File: src/rtl/cpu_pkg.sv
// Shared register-file types and constants for the writeback path.
// Holds the register widths, the zero-register constant and the writeback request record.
package cpu_pkg;

    localparam int REG_ADDR_W = 5;
    localparam int REG_DATA_W = 32;

    localparam logic [REG_ADDR_W-1:0] REG_ZERO = '0;

    typedef struct packed {
        logic                  valid;
        logic [REG_ADDR_W-1:0] addr;
        logic [REG_DATA_W-1:0] data;
    } wb_req_t;

    // Register 0 is hard-wired, so it never counts as a hazard match.
    function automatic logic addr_hit(input logic [REG_ADDR_W-1:0] query,
                                      input logic [REG_ADDR_W-1:0] target);
        return (query != REG_ZERO) && (query == target);
    endfunction

endpackage

File: src/rtl/wb_arbiter_if.sv
// Writeback bus between execute/memory producers, the register file and the hazard unit.
// Optional WB_FWD_EN adds same-cycle bypass outputs for the two query ports.
interface wb_arbiter_if import cpu_pkg::*; #(
    parameter int ADDR_W = REG_ADDR_W,
    parameter int DATA_W = REG_DATA_W
);
    logic              alu_valid;
    logic [ADDR_W-1:0] alu_addr;
    logic [DATA_W-1:0] alu_data;
    logic              ld_valid;
    logic [ADDR_W-1:0] ld_addr;
    logic [DATA_W-1:0] ld_data;
    logic              ld_ready;
    logic              wenable;
    logic [ADDR_W-1:0] c_addr;
    logic [DATA_W-1:0] c_newdata;
    logic [ADDR_W-1:0] qa_addr;
    logic [ADDR_W-1:0] qb_addr;
    logic              qa_pending;
    logic              qb_pending;
`ifdef WB_FWD_EN
    logic              qa_fwd_valid;
    logic [DATA_W-1:0] qa_fwd_data;
    logic              qb_fwd_valid;
    logic [DATA_W-1:0] qb_fwd_data;

    modport master (
        output alu_valid, alu_addr, alu_data, ld_valid, ld_addr, ld_data, qa_addr, qb_addr,
        input  ld_ready, wenable, c_addr, c_newdata, qa_pending, qb_pending,
        input  qa_fwd_valid, qa_fwd_data, qb_fwd_valid, qb_fwd_data
    );
    modport slave (
        input  alu_valid, alu_addr, alu_data, ld_valid, ld_addr, ld_data, qa_addr, qb_addr,
        output ld_ready, wenable, c_addr, c_newdata, qa_pending, qb_pending,
        output qa_fwd_valid, qa_fwd_data, qb_fwd_valid, qb_fwd_data
    );
`else
    modport master (
        output alu_valid, alu_addr, alu_data, ld_valid, ld_addr, ld_data, qa_addr, qb_addr,
        input  ld_ready, wenable, c_addr, c_newdata, qa_pending, qb_pending
    );
    modport slave (
        input  alu_valid, alu_addr, alu_data, ld_valid, ld_addr, ld_data, qa_addr, qb_addr,
        output ld_ready, wenable, c_addr, c_newdata, qa_pending, qb_pending
    );
`endif
endinterface

File: src/rtl/wb_fifo.sv
// Circular queue of pending load/MDU writebacks with per-entry valid bits.
// Entries can be squashed by address; per-entry match vectors feed the pending lookups.
module wb_fifo #(
    parameter int DEPTH  = 4,
    parameter int ADDR_W = 5,
    parameter int DATA_W = 32
) (
    input  logic              clk,
    input  logic              reset,
    input  logic              push_i,
    input  logic [ADDR_W-1:0] push_addr_i,
    input  logic [DATA_W-1:0] push_data_i,
    input  logic              pop_i,
    input  logic              squash_i,
    input  logic [ADDR_W-1:0] squash_addr_i,
    input  logic [ADDR_W-1:0] qa_addr_i,
    input  logic [ADDR_W-1:0] qb_addr_i,
    output logic              full_o,
    output logic              empty_o,
    output logic              head_valid_o,
    output logic [ADDR_W-1:0] head_addr_o,
    output logic [DATA_W-1:0] head_data_o,
    output logic [DEPTH-1:0]  qa_match_o,
    output logic [DEPTH-1:0]  qb_match_o
);
    localparam int PTR_W = $clog2(DEPTH);

    logic [ADDR_W-1:0] addr_mem [DEPTH];
    logic [DATA_W-1:0] data_mem [DEPTH];
    logic [DEPTH-1:0]  valid_q;
    logic [PTR_W-1:0]  rd_ptr_q, rd_ptr_d, wr_ptr_q, wr_ptr_d;
    logic [PTR_W:0]    count_q, count_d;
    logic              do_push, do_pop;

    assign full_o  = (count_q == (PTR_W+1)'(DEPTH));
    assign empty_o = (count_q == '0);
    assign do_push = push_i && !full_o;
    assign do_pop  = pop_i && !empty_o;

    assign head_valid_o = valid_q[rd_ptr_q];
    assign head_addr_o  = addr_mem[rd_ptr_q];
    assign head_data_o  = data_mem[rd_ptr_q];

    always_comb begin
        rd_ptr_d = rd_ptr_q;
        wr_ptr_d = wr_ptr_q;
        count_d  = count_q;
        if (do_push) wr_ptr_d = wr_ptr_q + 1'b1;
        if (do_pop)  rd_ptr_d = rd_ptr_q + 1'b1;
        case ({do_push, do_pop})
            2'b10:   count_d = count_q + 1'b1;
            2'b01:   count_d = count_q - 1'b1;
            default: count_d = count_q;
        endcase
    end

    always_ff @(posedge clk or posedge reset) begin
        if (reset) begin
            rd_ptr_q <= '0;
            wr_ptr_q <= '0;
            count_q  <= '0;
        end else begin
            rd_ptr_q <= rd_ptr_d;
            wr_ptr_q <= wr_ptr_d;
            count_q  <= count_d;
        end
    end

    always_ff @(posedge clk) begin
        if (do_push) begin
            addr_mem[wr_ptr_q] <= push_addr_i;
            data_mem[wr_ptr_q] <= push_data_i;
        end
    end

    // Push and pop never target the same slot (that needs an empty or full queue).
    generate
        for (genvar gi = 0; gi < DEPTH; gi++) begin : g_entry
            always_ff @(posedge clk or posedge reset) begin
                if (reset)
                    valid_q[gi] <= 1'b0;
                else if (do_push && (wr_ptr_q == PTR_W'(gi)))
                    valid_q[gi] <= 1'b1;
                else if (do_pop && (rd_ptr_q == PTR_W'(gi)))
                    valid_q[gi] <= 1'b0;
                else if (squash_i && (addr_mem[gi] == squash_addr_i))
                    valid_q[gi] <= 1'b0;
            end
            assign qa_match_o[gi] = valid_q[gi] && (addr_mem[gi] == qa_addr_i);
            assign qb_match_o[gi] = valid_q[gi] && (addr_mem[gi] == qb_addr_i);
        end
    endgenerate

endmodule

File: src/rtl/wb_arbiter.sv
// Register-file write port arbiter: ALU results win, queued load/MDU results fill idle slots.
// Define WB_FWD_EN to expose same-cycle forwarding of the write landing this cycle.
module wb_arbiter import cpu_pkg::*; #(
    parameter int ADDR_W     = REG_ADDR_W,
    parameter int DATA_W     = REG_DATA_W,
    parameter int FIFO_DEPTH = 4
) (
    input  logic         clk,
    input  logic         reset,
    wb_arbiter_if.slave  bus
);
    logic              alu_take, ld_accept, ld_push, head_take;
    logic              fifo_full, fifo_empty, head_valid;
    logic [ADDR_W-1:0] head_addr;
    logic [DATA_W-1:0] head_data;
    logic [FIFO_DEPTH-1:0] qa_match, qb_match;
    wb_req_t           out_q, out_d;

    assign alu_take  = bus.alu_valid && (bus.alu_addr != REG_ZERO);
    assign ld_accept = bus.ld_valid && bus.ld_ready;
    // A load colliding with a same-cycle ALU write is older, so it is accepted and dropped.
    assign ld_push   = ld_accept && (bus.ld_addr != REG_ZERO)
                     && !(alu_take && (bus.alu_addr == bus.ld_addr));
    assign head_take = !alu_take && !fifo_empty && head_valid;

    assign bus.ld_ready = !reset && !fifo_full;

    wb_fifo #(
        .DEPTH (FIFO_DEPTH),
        .ADDR_W(ADDR_W),
        .DATA_W(DATA_W)
    ) u_fifo (
        .clk          (clk),
        .reset        (reset),
        .push_i       (ld_push),
        .push_addr_i  (bus.ld_addr),
        .push_data_i  (bus.ld_data),
        .pop_i        (!alu_take),
        .squash_i     (alu_take),
        .squash_addr_i(bus.alu_addr),
        .qa_addr_i    (bus.qa_addr),
        .qb_addr_i    (bus.qb_addr),
        .full_o       (fifo_full),
        .empty_o      (fifo_empty),
        .head_valid_o (head_valid),
        .head_addr_o  (head_addr),
        .head_data_o  (head_data),
        .qa_match_o   (qa_match),
        .qb_match_o   (qb_match)
    );

    // A popped squashed head leaves valid low, so that cycle issues no write.
    always_comb begin
        out_d       = out_q;
        out_d.valid = 1'b0;
        if (alu_take) begin
            out_d.valid = 1'b1;
            out_d.addr  = bus.alu_addr;
            out_d.data  = bus.alu_data;
        end else if (head_take) begin
            out_d.valid = 1'b1;
            out_d.addr  = head_addr;
            out_d.data  = head_data;
        end
    end

    always_ff @(posedge clk or posedge reset) begin
        if (reset) out_q <= '0;
        else       out_q <= out_d;
    end

    assign bus.wenable   = out_q.valid;
    assign bus.c_addr    = out_q.addr;
    assign bus.c_newdata = out_q.data;

    assign bus.qa_pending = (bus.qa_addr != REG_ZERO) && (|qa_match)
                          || (out_q.valid && addr_hit(bus.qa_addr, out_q.addr))
                          || (alu_take && addr_hit(bus.qa_addr, bus.alu_addr))
                          || (ld_accept && addr_hit(bus.qa_addr, bus.ld_addr));
    assign bus.qb_pending = (bus.qb_addr != REG_ZERO) && (|qb_match)
                          || (out_q.valid && addr_hit(bus.qb_addr, out_q.addr))
                          || (alu_take && addr_hit(bus.qb_addr, bus.alu_addr))
                          || (ld_accept && addr_hit(bus.qb_addr, bus.ld_addr));

`ifdef WB_FWD_EN
    assign bus.qa_fwd_valid = out_q.valid && addr_hit(bus.qa_addr, out_q.addr);
    assign bus.qa_fwd_data  = out_q.data;
    assign bus.qb_fwd_valid = out_q.valid && addr_hit(bus.qb_addr, out_q.addr);
    assign bus.qb_fwd_data  = out_q.data;
`endif

endmodule
File: src/flat_wrapper.sv
// flat-port wrapper written by rule: the top's interface ports become plain ports
module wb_arbiter_flat import cpu_pkg::*;
#(
    parameter int ADDR_W     = REG_ADDR_W,
    parameter int DATA_W     = REG_DATA_W,
    parameter int FIFO_DEPTH = 4
)
  (clk, reset, bus_alu_valid, bus_alu_addr, bus_alu_data, bus_ld_valid, bus_ld_addr, bus_ld_data, bus_qa_addr, bus_qb_addr, bus_ld_ready, bus_wenable, bus_c_addr, bus_c_newdata, bus_qa_pending, bus_qb_pending);
  wb_arbiter_if #(.ADDR_W(ADDR_W), .DATA_W(DATA_W)) bus_i ();
  input  logic clk;
  input  logic reset;
  input wire logic [$bits(bus_i.alu_valid)-1:0] bus_alu_valid;
  input wire logic [$bits(bus_i.alu_addr)-1:0] bus_alu_addr;
  input wire logic [$bits(bus_i.alu_data)-1:0] bus_alu_data;
  input wire logic [$bits(bus_i.ld_valid)-1:0] bus_ld_valid;
  input wire logic [$bits(bus_i.ld_addr)-1:0] bus_ld_addr;
  input wire logic [$bits(bus_i.ld_data)-1:0] bus_ld_data;
  input wire logic [$bits(bus_i.qa_addr)-1:0] bus_qa_addr;
  input wire logic [$bits(bus_i.qb_addr)-1:0] bus_qb_addr;
  output wire logic [$bits(bus_i.ld_ready)-1:0] bus_ld_ready;
  output wire logic [$bits(bus_i.wenable)-1:0] bus_wenable;
  output wire logic [$bits(bus_i.c_addr)-1:0] bus_c_addr;
  output wire logic [$bits(bus_i.c_newdata)-1:0] bus_c_newdata;
  output wire logic [$bits(bus_i.qa_pending)-1:0] bus_qa_pending;
  output wire logic [$bits(bus_i.qb_pending)-1:0] bus_qb_pending;
  assign bus_i.alu_valid = bus_alu_valid;
  assign bus_i.alu_addr = bus_alu_addr;
  assign bus_i.alu_data = bus_alu_data;
  assign bus_i.ld_valid = bus_ld_valid;
  assign bus_i.ld_addr = bus_ld_addr;
  assign bus_i.ld_data = bus_ld_data;
  assign bus_i.qa_addr = bus_qa_addr;
  assign bus_i.qb_addr = bus_qb_addr;
  assign bus_ld_ready = bus_i.ld_ready;
  assign bus_wenable = bus_i.wenable;
  assign bus_c_addr = bus_i.c_addr;
  assign bus_c_newdata = bus_i.c_newdata;
  assign bus_qa_pending = bus_i.qa_pending;
  assign bus_qb_pending = bus_i.qb_pending;
  wb_arbiter #(.ADDR_W(ADDR_W), .DATA_W(DATA_W), .FIFO_DEPTH(FIFO_DEPTH)) u_core (.clk(clk), .reset(reset), .bus(bus_i));
endmodule
File: config.mk
export PLATFORM = sky130hd
export DESIGN_NAME = wb_arbiter_flat
export DESIGN_NICKNAME = d
export VERILOG_FILES = /design/src/rtl/cpu_pkg.sv /design/src/rtl/wb_arbiter_if.sv /design/src/rtl/wb_fifo.sv /design/src/rtl/wb_arbiter.sv /design/src/flat_wrapper.sv
export SDC_FILE = /design/constraint.sdc
export NUM_CORES = 1
export LEC_CHECK = 0
export CORE_ASPECT_RATIO = 0.5
export CORE_MARGIN = 3
export CORE_UTILIZATION = 43
export DETAILED_ROUTE_END_ITERATION = 10
export GPL_TIMING_DRIVEN = 0
export PLACE_DENSITY_LB_ADDON = 0.08
export SYNTH_ARGS = -nofsm -noshare
export SYNTH_HDL_FRONTEND = slang
export SYNTH_SLANG_ARGS = --single-unit
File: constraint.sdc
create_clock -name clk -period 2.2 [get_ports clk]
set_input_delay 0.33 -clock clk [delete_from_list [all_inputs] [get_ports clk]]
set_output_delay 0.33 -clock clk [all_outputs]
set_load 0.01 [all_outputs]
======== After elaboration in Yosys (flattened, before gate mapping) ========
Memories as Yosys holds them, arrays and structs flattened.
Cells that the tools add are included.
storage, ports and cells
  bits in latches ......................... 0
  input port bits ......................... 88
  bits in registers ....................... 49
  output and inout port bits .............. 41
  word-level logic and storage cells ...... 133
  RAM bits ................................ 148
  memories ................................ 2
  bits in read-only memories .............. 0
memories
  memory                  depth  width  read ports  clocked after memory_dff  write ports  RTL line       source
  u_core.u_fifo.data_mem  4      32     1           0                         1            wb_fifo.sv:29  logic [DATA_W-1:0] data_mem [DEPTH];
  u_core.u_fifo.addr_mem  4      5      5           0                         1            wb_fifo.sv:28  logic [ADDR_W-1:0] addr_mem [DEPTH];
cells by class
  eq/ne operators ......................... 28
  $lt $le $gt $ge ......................... 1
  $add $sub $neg .......................... 4
  multipliers ............................. 0
  reduce and logical (&&, ||, !) cells .... 69
  bitwise logic cells ..................... 0
  div/mod/pow operators ................... 0
  mux-type cells .......................... 19
  shift-type cells ........................ 0
operators by type and width
  cell                                                                          count
  5-bit == test                                                                 19
  38-bit 2-to-1 mux                                                             2
  1-bit logical AND                                                             43
  5-bit nonzero test                                                            4
  1-bit 2-to-1 mux                                                              15
  3-bit nonzero test                                                            4
  2-bit == test, second input constant                                          5
  4-bit OR reduction                                                            2
  2-bit by 1-bit == test with 1-bit output, second input constant               3
  1-bit logical OR                                                              6
  3-bit case mux with 2 select lines                                            1
  1-bit zero test                                                               5
  2-bit by 1-bit adder with 2-bit output, second input constant                 2
  2-bit zero test                                                               2
  2-bit nonzero test                                                            2
  3-bit by 1-bit adder with 3-bit output, second input constant                 1
  3-bit == test, second input constant                                          1
  3-bit zero test                                                               1
  2-bit by 3-bit less-than comparator with 1-bit output, second input constant  1
  3-bit by 1-bit subtractor with 3-bit output, second input constant            1
  1-bit binary-select mux with 2-bit select                                     1

======== Longest topological paths before layout ========
Gate-level depths: netlist of the first run.
  depth in word-level cells ............... 9
  depth in mapped cells ................... 12

======== Hierarchy ========
From an unflattened synthesis of the first run, not the netlist that was laid out.
second synthesis, totals
  cells, all modules ...................... 616
  area total of the unflattened synthesis .. 9202.6 µm²
modules (own cells, without submodules)
  module      area each (µm²)  instances  cells each
  wb_fifo     6740.2           1          345
  wb_arbiter  2462.4           1          271

======== Least setup slack after synthesis of the first run ========
No wires, ideal clock.
  path type ............................... input-to-reg
  start ................................... input port bus_alu_addr[2]
  end ..................................... memory u_core.u_fifo.addr_mem[0][0], enable pin
  slack ................................... -0.717 ns
  data arrival time ....................... 2.518 ns
  setup time .............................. 0.399 ns
  path buffers ............................ 1
  cell stages on the path ................. 5
  required time ........................... 1.801 ns
  cells stage by stage .................... buf_4 or4_1 o21a_1 a311oi_4 and2_1
between the ends
  word-level cells in the longest chain between the ends .. 8
ends and longest elaborated chain
  item                                      RTL line            source
  start, declared                           flat_wrapper.sv:13  input wire logic [$bits(bus_i.alu_addr)-1:0] bus_alu_addr;
  5-bit nonzero test                        wb_arbiter.sv:19    assign alu_take = bus.alu_valid && (bus.alu_addr != REG_ZERO);
  1-bit logical AND                         wb_arbiter.sv:19
  1-bit logical AND *                       wb_arbiter.sv:23    && !(alu_take && (bus.alu_addr == bus.ld_addr));
  1-bit zero test *                         wb_arbiter.sv:23
  1-bit logical AND *                       wb_arbiter.sv:23
  1-bit logical AND *                       wb_fifo.sv:37       assign do_push = push_i && !full_o;
  1-bit 2-to-1 mux *                        wb_fifo.sv:70       if (do_push) begin
  1-bit 2-to-1 mux (not written as such) *  wb_fifo.sv:71       addr_mem[wr_ptr_q] <= push_addr_i;
  end, declared                             wb_fifo.sv:28
Mark *: on every way between the ends. The rest lies on a longest branch, timed or not.

==> reports/qor.yml, run 1 <==
syn_inst: 673
gp_congestion: 0.856
cpPeakStageDelay_ns: 0.44
period_needed_ns: 2.30
grt_max_degree: 39
finClkSkew_ns: 0.0139
yosys_warnings: 0
crit_path_max_fanout: 2
antenna_found_initial: 0
endpoint_kind: "primary output"
io_buffers: 113
drive_gt1_frac: 0.159
avgSynthCellArea_um2: 13.5
failed_checks: "negative setup slack"
ios: 129
p_per_area_nw_per_um2: 1130
p_sw_frac: 0.351
finalSetupViolCount: 73
grt_first_pass_wirelength_mm: 36.8
p_int_uw: 8430
p_leak_uw: 0.00425
cts_root_buffer: "clkbuf_16"
core-area_um2: 20000
critPathRequiredTime_ns: 1.87
cap_violations: 0
p_switching_uw: 4560
vias: 6252
initial_utilization: 0.452
overflow: 0
clock-sinks: 197
ant_nets: 0
hold_violations: 0
cts_tree: "built"
post-route-util: 0.576
synthTopCellsByArea: "edfxtp_1 (49%), dfrtp_1 (14%), xor2_1 (6.5%), mux2i_1 (4.3%), a221o_1 (4.1%)"
viasPerCell: 5.57
hpwl_mm: 15.6
nets: 941
worst_slew_pin_slew_ns: 0.776
grt_pass1_vias: 6222
die_h_um: 109
insertion_delay_ns: 0.43
worst_slack_ns: -0.103
h-tree-depth: 4
cts.path.max_buffers: 2
syn_area_um2: 9050
rsz0062_at_grt: "yes"
seq_area_frac_synth: 0.626
synth_top_area_frac: 0.491
clock.fmax_mhz: 434
clkSlewWorstSetupHoldPaths_ns: 0.07
cp-start-kind: "register"
arrival_ns: 1.97
relSlewSlack: 0.483
drcViolationCount: 0
cts_made_buffers: 17
clkPwrFrac: 0.227
final_cell_mix: "edfxtp_1 (148), clkdlybuf4s50_1 (104), xor2_1 (67), dfrtp_1 (49), nor3_1 (44)"
post-route-period-util: 1.05
dr.pass1.iters: 4
p_total_uw: 13000
critical_path_class: "reg -> out"
grt_use_total: 0.215
synth_fp_nets: 771
hp-class: "in -> reg"
die_area_um2: 22900
wl_per_cell_um: 22.1
tns_ns: -1.42
cts_hold_buf: 0
yosysTopAreaCell: "edfxtp_1"
p_comb_frac: 0.376
area_growth_pct: 27.5
worstPathCellList: "buf_6, xor2_1, nor4_1, nand3_1, nand3_2, o22a_1, buf_2"
outcome: "finished with violations"
final_common_cell: "edfxtp_1"
ys_types: 35
rows: 36
cp_slowest_cell: "edfxtp_1"
ir_drop_mv: 0.651
drv_slew: 0
seqPwrFrac: 0.396
routed_wl_mm: 24.8
drtIter0Drc: 420
die_x_um: 211
ys_seq_elements: 197
cell usage after synthesis:
cell type  instances
buf_6              4
o211ai_1           1
xnor2_1           33
and2_1             6
nand2_1            8
buf_4              2
a21oi_1           37
or3b_2             1
xor2_1            67
o21ai_0            2
mux2i_1           39
a221o_1           37
a22o_1            37
nand4_1            9
clkbuf_1          37
or4_1              5
nor2_1            40
o21a_1             1
inv_1             10
edfxtp_1         148
fa_1               1
nand3_1           13
nor4_1            10
o22a_1             2
clkinv_4           1
dfrtp_1           49
ha_1               9
o31ai_1            1
or2_1              1
buf_2              9
a31o_2             4
nor2b_1            2
o21ba_2            1
a311oi_4           1
nor3_1            45
critical path: cells and delay by family (launching register included):
kind / cells / cell delay [ns]
AOI/OAI and AO/OA: 1 / 0.13
xor gates and xnor gates: 1 / 0.15
buffers and inverters: 2 / 0.27
DFF: 1 / 0.44
and+or+nand+nor: 3 / 0.57
routing by layer:
metal / vias to the layer above / global-route usage / routed length (um) / share of wire
met5: - / 0 / 0 / 0
met4: 0 / 0.0468 / 206 / 0.0083
met3: 20 / 0.0435 / 1270 / 0.051
met2: 178 / 0.346 / 11400 / 0.46
met1: 3176 / 0.305 / 12000 / 0.48
li1: 2878 / - / - / -
sequential cells by signal, summed over array words and instances (netlist names), 2 cells and up:
| signal | flops |
|---|---|
| u_core.bus.c_addr | 5 |
| u_core.bus.c_newdata | 32 |
| u_core.u_fifo.addr_mem | 20 |
| u_core.u_fifo.count_q | 3 |
| u_core.u_fifo.data_mem | 128 |
| u_core.u_fifo.rd_ptr_q | 2 |
| u_core.u_fifo.valid_q | 4 |
| u_core.u_fifo.wr_ptr_q | 2 |
repair_timing:
action / in CTS / in global routing
cloned: 0 / 2
setup buffers: 32 / 5
pin swaps: 31 / 12
setup endpoints to repair: 187 / 184
resized for setup: 67 / 24
layout make-up:
type	instances	area, um2
Antenna cell	1	2.50
Buffer	51	328
Clock buffer	19	433
Clock inverter	12	116
Fill cell	1667	8500
Inverter	11	56.3
Multi-Input combinational cell	415	3190
Sequential cell	197	5670
Tap cell	266	333
Timing Repair Buffer	150	1420
stage by stage:
step / instance area [um2] / cells / hold WS [ns] / setup slack [ns]
after floorplan: 9090 / 673 / 0.429 / -0.380
after global placement: 10600 / 1052 / 0.469 / -1.34
after detailed placement: 10600 / 1053 / 0.474 / -1.15
after CTS: 11500 / 1115 / 0.188 / -0.0985
after global routing: 11500 / 1121 / 0.188 / -0.170
final: 11500 / 1122 / 0.196 / -0.103
power by group through the flow:
stage | Combinational [uW] | Sequential, uW | Clock (uW)
floorplan | 2610 | 5280 | 0
global placement | 4500 | 5230 | 0
detailed placement | 4550 | 5230 | 0
CTS | 4800 | 5140 | 2980
global route | 5260 | 5220 | 3140
finish | 4890 | 5150 | 2950
worst paths after layout:
check	from	end	slack, ns	depth (start not counted)
min in group asynchronous	reset	u_core.bus.c_addr[0]$_DFFE_PP0P_	0.30	2
min reg2reg	u_core.bus.c_newdata[1]$_DFFE_PP0P_	u_core.bus.c_newdata[1]$_DFFE_PP0P_	0.51	1
max	u_core.u_fifo.addr_mem[3][2]$_DFFE_PP_	bus_qb_pending	-0.10	7
max in group asynchronous	reset	u_core.bus.c_newdata[31]$_DFFE_PP0P_	1.41	3
min	bus_alu_addr[3]	u_core.bus.c_addr[3]$_DFFE_PP0P_	0.20	2
max reg2reg	u_core.u_fifo.count_q[1]$_DFFE_PP0P_	u_core.u_fifo.count_q[2]$_DFFE_PP0P_	0.01	11
cells by family after synthesis:
logic type	count (synthesis)	share of synthesized area
xor+xnor	100	0.0968
flops	197	0.626
compound gates	124	0.111
simple gates	140	0.0764
buf+inv	63	0.0321
mux	39	0.0431
fa+ha+maj	10	0.0147
No activity file was read; power rests on OpenSTA's default activity.
==> run 2: changes to the inputs <==
ABC_AREA = 1   (was unset)
==> reports/qor.yml, run 2 <==
cts.path.max_buffers: 2  # unchanged
synth_fp_nets: 1081  # was 771
die_h_um: 111  # was 109 um
arrival_ns: 2.24  # was 1.97 ns
p_leak_uw: 0.00483  # was 0.00425 uW
cp_slowest_cell: "clkdlybuf4s15_1"  # was edfxtp_1
critPathRequiredTime_ns: 2.33  # was 1.87 ns
cpPeakStageDelay_ns: 0.46  # was 0.44 ns
ys_seq_elements: 197  # unchanged
grt_use_total: 0.248  # was 0.215
seqPwrFrac: 0.383  # was 0.396
initial_utilization: 0.450  # was 0.452
final_area_um2: 12000  # was 11500 um2
syn_area_um2: 9520  # was 9050 um2
h-tree-depth: 4  # unchanged
grt_first_pass_wirelength_mm: 44.8  # was 36.8 mm
finalNonFillerCells: 1452  # was 1122
area_growth_pct: 26.4  # was 27.5%
hp-class: "in -> reg"  # unchanged
relSlewSlack: 0.370  # was 0.483
dr.pass1.iters: 5  # was 4
endpoint_kind: "register"  # was primary output
overflow: 0  # unchanged
seq_area_frac_synth: 0.595  # was 0.626
cap_violations: 0  # unchanged
routed_wl_mm: 29.4  # was 24.8 mm
p_int_uw: 8480  # was 8430 uW
yosysTopAreaCell: "edfxtp_1"  # unchanged
die_x_um: 216  # was 211 um
placedCellCount: 1389  # was 1053
viasPerCell: 5.29  # was 5.57
synth_edf_count: 148  # unchanged
ios: 129  # unchanged
syn_inst: 983  # was 673
drive_gt1_frac: 0.152  # was 0.159
post-route-period-util: 0.958  # was 1.05
hold_start: "bus_alu_addr[3]"  # unchanged
clock-sinks: 197  # unchanged
io_buffers: 114  # was 113
largest_reg_flops: 128  # unchanged
die_area_um2: 24100  # was 22900 um2
worstPathCellList: "clkdlybuf4s15_1, clkinvlp_4, nand3_4, a21oi_4, nand3_1, clkinvlp_4, buf_4"  # was buf_6, xor2_1, nor4_1, nand3_1, nand3_2, o22a_1, buf_2
rr_startpoint: "u_core.u_fifo.count_q[0]$_DFFE_PP0P_"  # was u_core.u_fifo.count_q[1]$_DFFE_PP0P_
drv_slew: 0  # unchanged
place_area_um2: 11100  # was 10600 um2
post-route-util: 0.569  # was 0.576
synth_most_common_cell: "nand2_1"  # was edfxtp_1
outcome: "finished clean"  # was finished with violations
synthTopCellsByArea: "edfxtp_1 (47%), dfrtp_1 (13%), nand2_1 (11%), nor2_1 (4.7%), o21ai_0 (4.6%)"  # was edfxtp_1 (49%), dfrtp_1 (14%), xor2_1 (6.5%), mux2i_1 (4.3%), a221o_1 (4.1%)
final_cell_mix: "nand2_1 (265), edfxtp_1 (148), nor2_1 (112), clkdlybuf4s50_1 (106), o21ai_0 (83)"  # was edfxtp_1 (148), clkdlybuf4s50_1 (104), xor2_1 (67), dfrtp_1 (49), nor3_1 (44)
ir_drop_mv: 0.671  # was 0.651 mV
gp_congestion: 0.854  # was 0.856
avgSynthCellArea_um2: 9.69  # was 13.5 um2
cp-start-kind: "input pin"  # was register
worst_slew_pin_slew_ns: 0.940  # was 0.776 ns
tns_ns: 0  # was -1.42 ns
synth_top_area_frac: 0.467  # was 0.491
vias: 7675  # was 6252
finClkSkew_ns: 0.00845  # was 0.0139 ns
p_per_area_nw_per_um2: 1140  # was 1130 nW/um2
ys_types: 31  # was 35
wl_per_cell_um: 20.3  # was 22.1 um
cts_tree: "built"  # unchanged
clock.fmax_mhz: 474  # was 434 MHz
async_flop_share: 0.249  # unchanged
cts_made_buffers: 17  # unchanged
period_needed_ns: 2.11  # was 2.30 ns
p_sw_frac: 0.380  # was 0.351
p_switching_uw: 5210  # was 4560 uW
core-area_um2: 21200  # was 20000 um2
cts_root_buffer: "clkbuf_16"  # unchanged
ant_nets: 0  # unchanged
antenna_found_initial: 0  # unchanged
drtIter0Drc: 702  # was 420
clkSlewWorstSetupHoldPaths_ns: 0.08  # was 0.07 ns
regMostFlops: "u_core.u_fifo.data_mem"  # unchanged
finalSetupViolCount: 0  # was 73
nets: 1245  # was 941
grt_max_degree: 26  # was 39
cp-startpoint: "reset"  # was u_core.u_fifo.addr_mem[3][2]$_DFFE_PP_
yosys_warnings: 0  # unchanged
rsz0062_at_grt: "yes"  # unchanged
clkPwrFrac: 0.237  # was 0.227
synth_ff_type: "edfxtp_1"  # unchanged
crit_path_max_fanout: 10  # was 2
critical_path_class: "in -> reg"  # was reg -> out
grt_pass1_vias: 7436  # was 6222
drcViolationCount: 0  # unchanged
cp_common_cell: "clkinvlp_4"
num_antenna_cells: 0  # was 1
insertion_delay_ns: 0.44  # was 0.43 ns
hold_violations: 0  # unchanged
yosys-top-cells-count: "nand2_1 (268), edfxtp_1 (148), nor2_1 (119)"  # was edfxtp_1 (148), xor2_1 (67), dfrtp_1 (49)
final_common_cell: "nand2_1"  # was edfxtp_1
rows: 37  # was 36
hpwl_mm: 18.8  # was 15.6 mm
p_comb_frac: 0.380  # was 0.376
## run 2: changes by cell type after synthesis, sizes merged, moves of 37 or more
| cell | previous run | this run |
|---|---|---|
| a221o | 37 | 0 |
| a22o | 37 | 0 |
| inv | 10 | 52 |
| mux2i | 39 | 0 |
| nand2 | 8 | 289 |
| nand3 | 13 | 74 |
| nor2 | 40 | 122 |
| nor3 | 45 | 7 |
| o21ai | 2 | 87 |
| xor2 | 67 | 18 |
## run 2: path summary, 6_finish.rpt
path / endpoint / slack (ns) / cells past startpoint
max in group asynchronous: u_core.bus.c_addr[4]$_DFFE_PP0P_ / 1.14 / 2
max: u_core.u_fifo.addr_mem[3][2]$_DFFE_PP_ / 0.09 / 7
min reg2reg: u_core.bus.c_newdata[17]$_DFFE_PP0P_ / 0.49 / 2
min in group asynchronous: u_core.u_fifo.count_q[2]$_DFFE_PP0P_ / 0.46 / 3
max reg2reg: u_core.u_fifo.addr_mem[3][2]$_DFFE_PP_ / 0.13 / 7
min: u_core.bus.c_addr[3]$_DFFE_PP0P_ / 0.20 / 3
## run 2: power groups by stage
| stage | combinational, uW | sequential, uW | clock, uW |
|---|---|---|---|
| after floorplan | 2780 | 5340 | 0 |
| after global placement | 4940 | 5310 | 0 |
| after detailed placement | 5000 | 5330 | 0 |
| after CTS | 5220 | 5230 | 3280 |
| after global routing | 5750 | 5330 | 3420 |
| final | 5210 | 5240 | 3240 |
## run 2: kinds of logic after synthesis
group,count (synthesis),synth area share
adders and majority gates,10,0.0139
buffers and inverters,106,0.0527
AOI/OAI and AO/OA,140,0.0783
and+or+nand+nor,496,0.228
xor gates and xnor gates,34,0.0313
DFF,197,0.595
## run 2: final cells by class
| cell class | count | area, um2 |
|---|---|---|
| Clock buffer | 18 | 439 |
| Fill cell | 1923 | 9110 |
| Buffer | 51 | 308 |
| Tap cell | 292 | 365 |
| Sequential cell | 197 | 5670 |
| Clock inverter | 14 | 178 |
| Inverter | 55 | 230 |
| Timing Repair Buffer | 139 | 1380 |
| Timing Repair inverter | 6 | 42.5 |
| Multi-Input combinational cell | 680 | 3430 |
## run 2: per-layer routing
layer  share of wire  wire [um]  GRT usage  vias up
met4           0.020        578     0.0612        0
met3           0.070       2070     0.0548       38
met5               0          0          0        -
met1            0.45      13300      0.352     3764
li1                -          -          -     3617
met2            0.46      13500      0.388      256
## run 2: stage by stage
stage          worst slack, ns  hold slack (ns)  power (uW)
3_3_place_gp             -2.12            0.467       10300
6_report                0.0918            0.199       13700
4_1_cts                0.00287            0.201       13700
2_1_floorplan           -0.312            0.382        8120
3_5_place_dp             -2.16            0.473       10300
5_1_grt                -0.0346            0.223       14500
## run 2: worst max-delay path: cells and delay by family
family	cells	cell delay (ns)
AO/OA/AOI/OAI	1	0.24
AND/OR/NAND/NOR	2	0.49
buffers and inverters	4	1.17
## run 2: what timing repair did
item,CTS,global route
hold buffers,0,0
gates cloned,6,0
pin swaps,0,6
setup buffers,24,1
gates resized for setup,29,25
endpoints found under the setup margin,159,10
